<file path="src/rtl/ifu_fetch.sv">
// ifu_fetch -- single-outstanding instruction fetch unit.
//
// Issues one instruction-memory read at a time from the PC, then registers the
// returned word into a decode-facing output stage. When decode stalls, the word
// goes into a 1-entry buffer. Execute redirects override everything else:
// in-flight data is killed, the buffer is dropped, and the output becomes a bubble.
//
// Ports
//   clk, rst_n            clock, async active-low reset
//   jump_en_i/jump_addr_i redirect request and target (word aligned internally)
//   hold_i                downstream stall, freezes the output stage
//   mem_req_o/mem_addr_o  read request and address (address = PC)
//   mem_gnt_i             request accepted this cycle
//   mem_rvalid_i/rdata_i  read response
//   inst_o/inst_addr_o/inst_valid_o  registered output stage to decode
module ifu_fetch #(
  parameter logic [31:0] RESET_PC = 32'h0000_0000,
  parameter logic [31:0] NOP_INST = 32'h0000_0013
) (
  input  logic        clk,
  input  logic        rst_n,
  input  logic        jump_en_i,
  input  logic [31:0] jump_addr_i,
  input  logic        hold_i,
  output logic        mem_req_o,
  output logic [31:0] mem_addr_o,
  input  logic        mem_gnt_i,
  input  logic        mem_rvalid_i,
  input  logic [31:0] mem_rdata_i,
  output logic [31:0] inst_o,
  output logic [31:0] inst_addr_o,
  output logic        inst_valid_o
);

  typedef enum logic [1:0] {S_REQ, S_WAIT, S_FULL} state_t;

  typedef struct packed {
    logic [31:0] inst;
    logic [31:0] addr;
    logic        valid;
  } stage_t;

  state_t      state_q, state_d;
  logic [31:0] pc_q, pc_d;
  logic [31:0] fa_q, fa_d;
  logic        kill_q, kill_d;
  stage_t      buf_q, buf_d;   // valid field unused: FULL state implies occupancy
  stage_t      out_q, out_d;

  // rst_n gate keeps the request low while reset is held even though state=REQ.
  assign mem_req_o    = rst_n & (state_q == S_REQ) & ~jump_en_i;
  assign mem_addr_o   = pc_q;
  assign inst_o       = out_q.inst;
  assign inst_addr_o  = out_q.addr;
  assign inst_valid_o = out_q.valid;

  always_comb begin
    state_d = state_q;
    pc_d    = pc_q;
    fa_d    = fa_q;
    kill_d  = kill_q;
    buf_d   = buf_q;
    out_d   = out_q;

    // Unstalled and nothing loaded this edge: present a bubble, keep the address.
    if (!hold_i) begin
      out_d.inst  = NOP_INST;
      out_d.valid = 1'b0;
    end

    if (jump_en_i) begin
      // Redirect wins over hold and over a same-cycle response.
      pc_d        = jump_addr_i & ~32'h3;
      out_d.inst  = NOP_INST;
      out_d.valid = 1'b0;
      buf_d       = '0;
      unique case (state_q)
        S_WAIT: begin
          if (mem_rvalid_i) begin
            kill_d  = 1'b0;
            state_d = S_REQ;
          end else begin
            kill_d  = 1'b1;     // response still owed; drop it when it arrives
          end
        end
        S_FULL:  state_d = S_REQ;
        default: state_d = S_REQ;
      endcase
    end else begin
      unique case (state_q)
        S_REQ: begin
          if (mem_gnt_i) begin
            fa_d    = pc_q;
            pc_d    = pc_q + 32'd4;
            state_d = S_WAIT;
          end
        end
        S_WAIT: begin
          if (mem_rvalid_i) begin
            if (kill_q) begin
              kill_d  = 1'b0;
              state_d = S_REQ;
            end else if (!hold_i) begin
              out_d   = '{inst: mem_rdata_i, addr: fa_q, valid: 1'b1};
              state_d = S_REQ;
            end else begin
              buf_d   = '{inst: mem_rdata_i, addr: fa_q, valid: 1'b1};
              state_d = S_FULL;
            end
          end
        end
        S_FULL: begin
          if (!hold_i) begin
            out_d   = '{inst: buf_q.inst, addr: buf_q.addr, valid: 1'b1};
            state_d = S_REQ;
          end
        end
        default: state_d = S_REQ;
      endcase
    end
  end

  always_ff @(posedge clk or negedge rst_n) begin
    if (!rst_n) begin
      state_q <= S_REQ;
      pc_q    <= RESET_PC;
      fa_q    <= '0;
      kill_q  <= 1'b0;
      buf_q   <= '0;
      out_q   <= '{inst: NOP_INST, addr: 32'h0, valid: 1'b0};
    end else begin
      state_q <= state_d;
      pc_q    <= pc_d;
      fa_q    <= fa_d;
      kill_q  <= kill_d;
      buf_q   <= buf_d;
      out_q   <= out_d;
    end
  end

endmodule

</file>
<file path="config.mk">
export PLATFORM = sky130hd
export DESIGN_NAME = ifu_fetch
export DESIGN_NICKNAME = d
export VERILOG_FILES = /design/src/rtl/ifu_fetch.sv
export SDC_FILE = /design/constraint.sdc
export NUM_CORES = 1
export LEC_CHECK = 0
export BUFFER_PORTS_ARGS = -buffer_cell sky130_fd_sc_hd__buf_4
export CORE_ASPECT_RATIO = 2
export CORE_UTILIZATION = 55
export DETAILED_ROUTE_END_ITERATION = 12
export GPL_TIMING_DRIVEN = 0
export PLACE_DENSITY = 0.82
export SLEW_MARGIN = 5
export SYNTH_ARGS = -nofsm -noshare
export SYNTH_HDL_FRONTEND = slang
export SYNTH_SLANG_ARGS = --single-unit
</file>
<file path="constraint.sdc">
create_clock -name clk -period 2.85 [get_ports clk]
set_clock_uncertainty 0.2 [all_clocks]
set_input_delay 0.1425 -clock clk [delete_from_list [all_inputs] [get_ports clk]]
set_output_delay 0.1425 -clock clk [all_outputs]
set_load 0.05 [all_outputs]
</file>
* Word-level counts from Yosys, hierarchy flattened
Index checks and enable logic that the tools add are counted.
Cells by class: equality and inequality tests 9, bitwise operators 3, $add $sub $neg 1, muxes and demuxes 31, reduce and logical (&&, ||, !) cells 13
Operators by type and width (count):
- 65-bit 2-to-1 mux | 9
- 32-bit 2-to-1 mux | 5
- 65-bit one-hot mux with 2 select lines | 1
- 32-bit by 3-bit adder with 32-bit output, second input constant | 1
- 2-bit 2-to-1 mux | 8
- 2-bit nonzero test | 6
- 2-bit inequality test, second input constant | 5
- 1-bit 2-to-1 mux | 7
- 3-bit inequality test, second input constant | 2
- 2-bit one-hot mux with 3 select lines | 1
- 3-bit AND reduction | 2
- 6-bit AND reduction | 1
- 2-bit AND reduction | 2
- 4-bit AND reduction | 1
- 1-bit bitwise AND | 2
- 2-bit by 1-bit equality test with 1-bit output, second input constant | 1
- 2-bit equality test, second input constant | 1
- 2-bit zero test | 1
- 1-bit inverter | 1
Storage, ports and cells: register bits after elaboration 196, output and inout bits 98, word-level logic and storage cells 66, input bits 70

* Logic depth before layout (Yosys ltp)
word-level depth 6, mapped depth 9

* Worst setup path before layout
No wires, ideal clock.
path kind reg-to-reg, from register pc_q[7], in the netlist mem_addr_o[7], to register pc_q[27], in the netlist mem_addr_o[27], slack 0.507 ns, arrival 2.005 ns, setup time 0.138 ns, required time 2.512 ns, clock period less this slack 2.343 ns, cell stages (with the launch flop) 7, cell sequence dfrtp_1 -> nand3_1 -> or3_1 -> buf_6 -> nor4_4 -> xnor2_1 -> o221ai_2
Between the ends: longest elaborated chain between the ends 4
Ends and longest elaborated chain:
- start: declaration | RTL line 44 | logic [31:0] pc_q, pc_d;
- start signal: assignment | RTL line 133 | pc_q <= pc_d;
- 32-bit by 3-bit adder with 32-bit output | RTL line 94 | pc_d = pc_q + 32'd4;
- 32-bit 2-to-1 mux | RTL line 92 | if (mem_gnt_i) begin
- 32-bit 2-to-1 mux | RTL line 90 | unique case (state_q)
- 32-bit 2-to-1 mux | RTL line 71 | if (jump_en_i) begin
Every way passes these cells. The select of a mux whose other input is x is not followed. A chain may end at the register's enable or synchronous reset.

* Final worst setup path
from register pc_q[12], in the netlist mem_addr_o[12], to register pc_q[31], in the netlist mem_addr_o[31]
The elaborated chain is that of the path after synthesis.

==> impl_metrics.tcl <==
set metrics [dict create \
    clk_path_buf_depth 2 \
    netSwitchingFraction_pct 34.68 \
    avgSynthCellArea_sq_um 11.31 \
    yosysWarnings 0 \
    finalNetCount 1056 \
    criticalPathCategory "flop to flop" \
    power.share.clock_pct 30.2 \
    crit_path_cell_trace "nand4_2 > or3_1 > buf_6 > nor4_4 > xnor2_1 > o221ai_2 > dlygate4sd3_1" \
    gp_congestion 0.9268 \
    syn_to_final_growth_pct 33.26 \
    drcViolationCount 0 \
    die_h_microns 175.4 \
    cp.buffers_inverters 2 \
    internal_power_mw 4.960 \
    port_buffers 162 \
    crit_path_end_kind "flop" \
    synthFlopType "dfrtp_1" \
    max_freq_mhz 373.5 \
    slew-limit-headroom_pct 41.21 \
    drt_iter0_drc 456 \
    setup_slack_ns 0.1725 \
    grt_max_degree 123 \
    pre_cts_ws_ns 0.08618 \
    drtAntennaViolNets 0 \
    grt_pass1_vias 7458 \
    finalMaxSlewViolations 0 \
    num_vias 7074 \
    place_area_sq_um 9768 \
    grt_util_all_layers_pct 32.13 \
    synthesis.area_sq_um 8269 \
    critPathArrivalTime_ns 2.80 \
    seq_area_sq_um 4761 \
    wirelength_microns 23670 \
    fin_crit_ns 2.678 \
    grt_overflow 0 \
    diodes 0 \
    power_frac_comb_pct 24.5 \
    tightestPinTransition_ns 0.8818 \
    required_ns 2.97 \
    wl_per_cell_microns 19.90 \
    async_flop_share_pct 100.0 \
    seq_power_share_pct 45.3 \
    dieArea_sq_um 15560 \
    synth.yosys.seq_area_share_pct 57.54 \
    start_util_pct 56.10 \
    hold_viol_final 0 \
    cts_tree "built" \
    synth_seq_cells 190 \
    fillCellCount 1006 \
    grt_antenna_before_repair 0 \
    synth-edff-count 0 \
    dp_hpwl_microns 16280 \
    synthCells 731 \
    ios 168 \
    multi_input_area_sq_um 3246 \
    grt_pass1_wl_microns 37580 \
    max_stage_delay_ns 0.57 \
    clk_pin_slew_worst_paths_ns 0.07 \
    p_leak_nw 5.034 \
    setup_viol 0 \
    cts_root_buf "clkbuf_16" \
    crit_family "simple AND/OR/NAND/NOR gates" \
    critPathSlowestCell "dlygate4sd3_1" \
    design_area_sq_um 11020 \
    cp-start-kind "flop" \
    core_sq_um 14740 \
    vdd_drop_max_uv 516.0 \
    status "complete, no violations" \
    numCtsBuffers 17 \
    p_sw_mw 2.634 \
    dr.pass1.iters 5 \
    die_w_microns 88.71 \
    crit_path_max_fanout 8 \
    avgViaCountPerCell 5.950 \
    rows 63 \
    worst_skew_pair.late_latency_ns 0.43 \
    power_density_nw_per_um2 689.1 \
    cts.sinks 190 \
    layout-drive-gt1-share_pct 25.35 \
    fin_crit_sh_pct 93.95 \
    htreeDepth 4 \
    ys_types 46 \
    drv_cap 0 \
    rsz0062_at_grt "false" \
    hold_path.class "input pin to flop" \
]
-- power groups by stage --
stage          Sequential, mW  Combinational [mW]  Clock, mW
2_1_floorplan            3.69               0.861          0
3_3_place_gp             3.45                1.69          0
3_5_place_dp             3.47                1.74          0
4_1_cts                  3.42                1.84       2.31
5_1_grt                  3.48                1.99       2.42
6_report                 3.44                1.86       2.29
-- worst register-to-register path: cells and delay by family, from the launching register on --
family	cells	cell delay, ns
simple gates	3	0.90
buf+inv	2	0.74
flops	1	0.46
xor+xnor	1	0.17
compound gates	1	0.10
-- layout by cell type (no fill, tap or decap), types with 4 or more instances in the layout --
| cell | count |
|---|---|
| nor3_1 | 5 |
| nand2_1 | 77 |
| xnor2_1 | 17 |
| nor2_1 | 40 |
| nand3_1 | 8 |
| buf_2 | 4 |
| and3_1 | 5 |
| clkbuf_1 | 49 |
| mux2_2 | 30 |
| dfrtp_1 | 185 |
| ha_1 | 5 |
| o21ai_1 | 12 |
| inv_6 | 6 |
| o21ai_0 | 53 |
| a22o_1 | 91 |
| clkbuf_16 | 17 |
| nand4_1 | 10 |
| inv_1 | 7 |
| buf_4 | 165 |
| and4_1 | 6 |
| a22oi_1 | 58 |
| dlygate4sd3_1 | 66 |
| clkinv_4 | 4 |
| xor2_1 | 12 |
-- sequential cells by signal, indices dropped and copies added (netlist names) --
| register | flops |
|---|---|
| state_q | 2 |
| fa_q | 30 |
| inst_addr_o | 31 |
| buf_q | 63 |
| mem_addr_o | 30 |
| inst_o | 32 |
| inst_valid_o | 1 |
| kill_q | 1 |
-- cell usage after synthesis, types with 2 or more instances --
library cell | instances | area [sq um]
nand3_1 | 10 | 50.05
nand4_1 | 10 | 62.56
xor2_1 | 12 | 105.1
ha_1 | 5 | 62.56
dfstp_2 | 3 | 78.83
dfrtp_1 | 187 | 4679
nand2_1 | 77 | 289.0
a21oi_1 | 3 | 15.01
o21ai_0 | 53 | 265.3
nor2_1 | 40 | 150.1
a31oi_1 | 3 | 18.77
a22o_1 | 91 | 797.0
buf_4 | 3 | 22.52
nor4_1 | 3 | 18.77
or3_1 | 2 | 12.51
nor3_1 | 5 | 25.02
xnor2_1 | 17 | 148.9
nor4_2 | 3 | 37.54
and4_1 | 6 | 52.55
and2_1 | 3 | 18.77
o21ai_1 | 12 | 60.06
o221ai_1 | 2 | 17.52
nand3b_1 | 3 | 22.52
inv_1 | 7 | 26.28
o221ai_2 | 2 | 30.03
a22oi_1 | 58 | 435.4
nor4_4 | 2 | 42.54
mux2_2 | 30 | 337.8
nand2b_1 | 2 | 12.51
buf_2 | 4 | 20.02
nor3b_1 | 2 | 15.01
buf_1 | 2 | 7.510
clkbuf_1 | 51 | 191.4
nor2b_1 | 2 | 12.51
and3_1 | 5 | 31.28
-- logic make-up (layout without fill, tap and decap cells) --
| kind of cell | Yosys count | after routing | share of synthesized area, % |
|---|---|---|---|
| buf+inv | 68 | 330 | 3.374 |
| other cells | 1 | 2 | 0.04535 |
| simple gates | 178 | 178 | 10.68 |
| fa+ha+maj | 5 | 5 | 0.7565 |
| flops | 190 | 190 | 57.54 |
| mux | 31 | 31 | 4.206 |
| xor+xnor | 29 | 29 | 3.072 |
| compound gates | 229 | 229 | 20.32 |
-- through the flow --
stage	total power [mW]	instances	hold slack (ns)	util [%]	setup TNS [ns]
floorplan	4.552	732	-0.3531	-	0
global placement	5.144	1089	0.1447	66.03	-0.01983
detailed placement	5.213	1090	-0.06017	66.27	0
CTS	7.572	1188	0.005735	74.59	0
global route	7.896	1189	0.04332	74.76	0
finish	7.594	1189	0.03361	74.76	0
-- final cells by class --
| class | count | area share (%) |
|---|---|---|
| inverter | 7 | 0.2384 |
| timing repair buffer | 230 | 17.42 |
| clock buffer | 18 | 3.985 |
| buffer | 61 | 2.328 |
| clock inverter | 14 | 1.158 |
| sequential | 190 | 43.20 |
| tap | 195 | 2.214 |
| multi-input combinational | 474 | 29.45 |
-- metal layers --
metal	share of wire (%)	track usage, %	wire length (microns)	vias to the layer above
met5	0	0	0	-
met4	4.7	18.88	1106	0
met3	4.8	5.169	1147	74
met2	56	56.89	13160	312
met1	35	35.03	8253	3508
li1	-	-	-	3180
-- what timing repair did --
action                                  4_1_cts  5_1_grt
buffers inserted                              0        1
hold buffers                                 66        0
gates resized for setup                       0        9
hold endpoints to repair                    166        0
endpoints found under the setup margin        0       21
-- worst paths after layout --
path                                               to                        from  cells after the start  slack, ns
max in group asynchronous  mem_addr_o[11]$_DFFE_PN0P_                       rst_n                      3       1.39
min                        mem_addr_o[27]$_DFFE_PN0P_                   mem_gnt_i                      4       0.03
max reg2reg                mem_addr_o[31]$_DFFE_PN0P_  mem_addr_o[12]$_DFFE_PN0P_                      7       0.17
min in group asynchronous         inst_o[8]$_DFF_PN0_                       rst_n                      2       0.07
min reg2reg                inst_addr_o[4]$_DFFE_PN0P_  inst_addr_o[4]$_DFFE_PN0P_                      2       0.28
max                        mem_addr_o[31]$_DFFE_PN0P_  mem_addr_o[12]$_DFFE_PN0P_                      7       0.17
(Power assumes the default switching activity.)
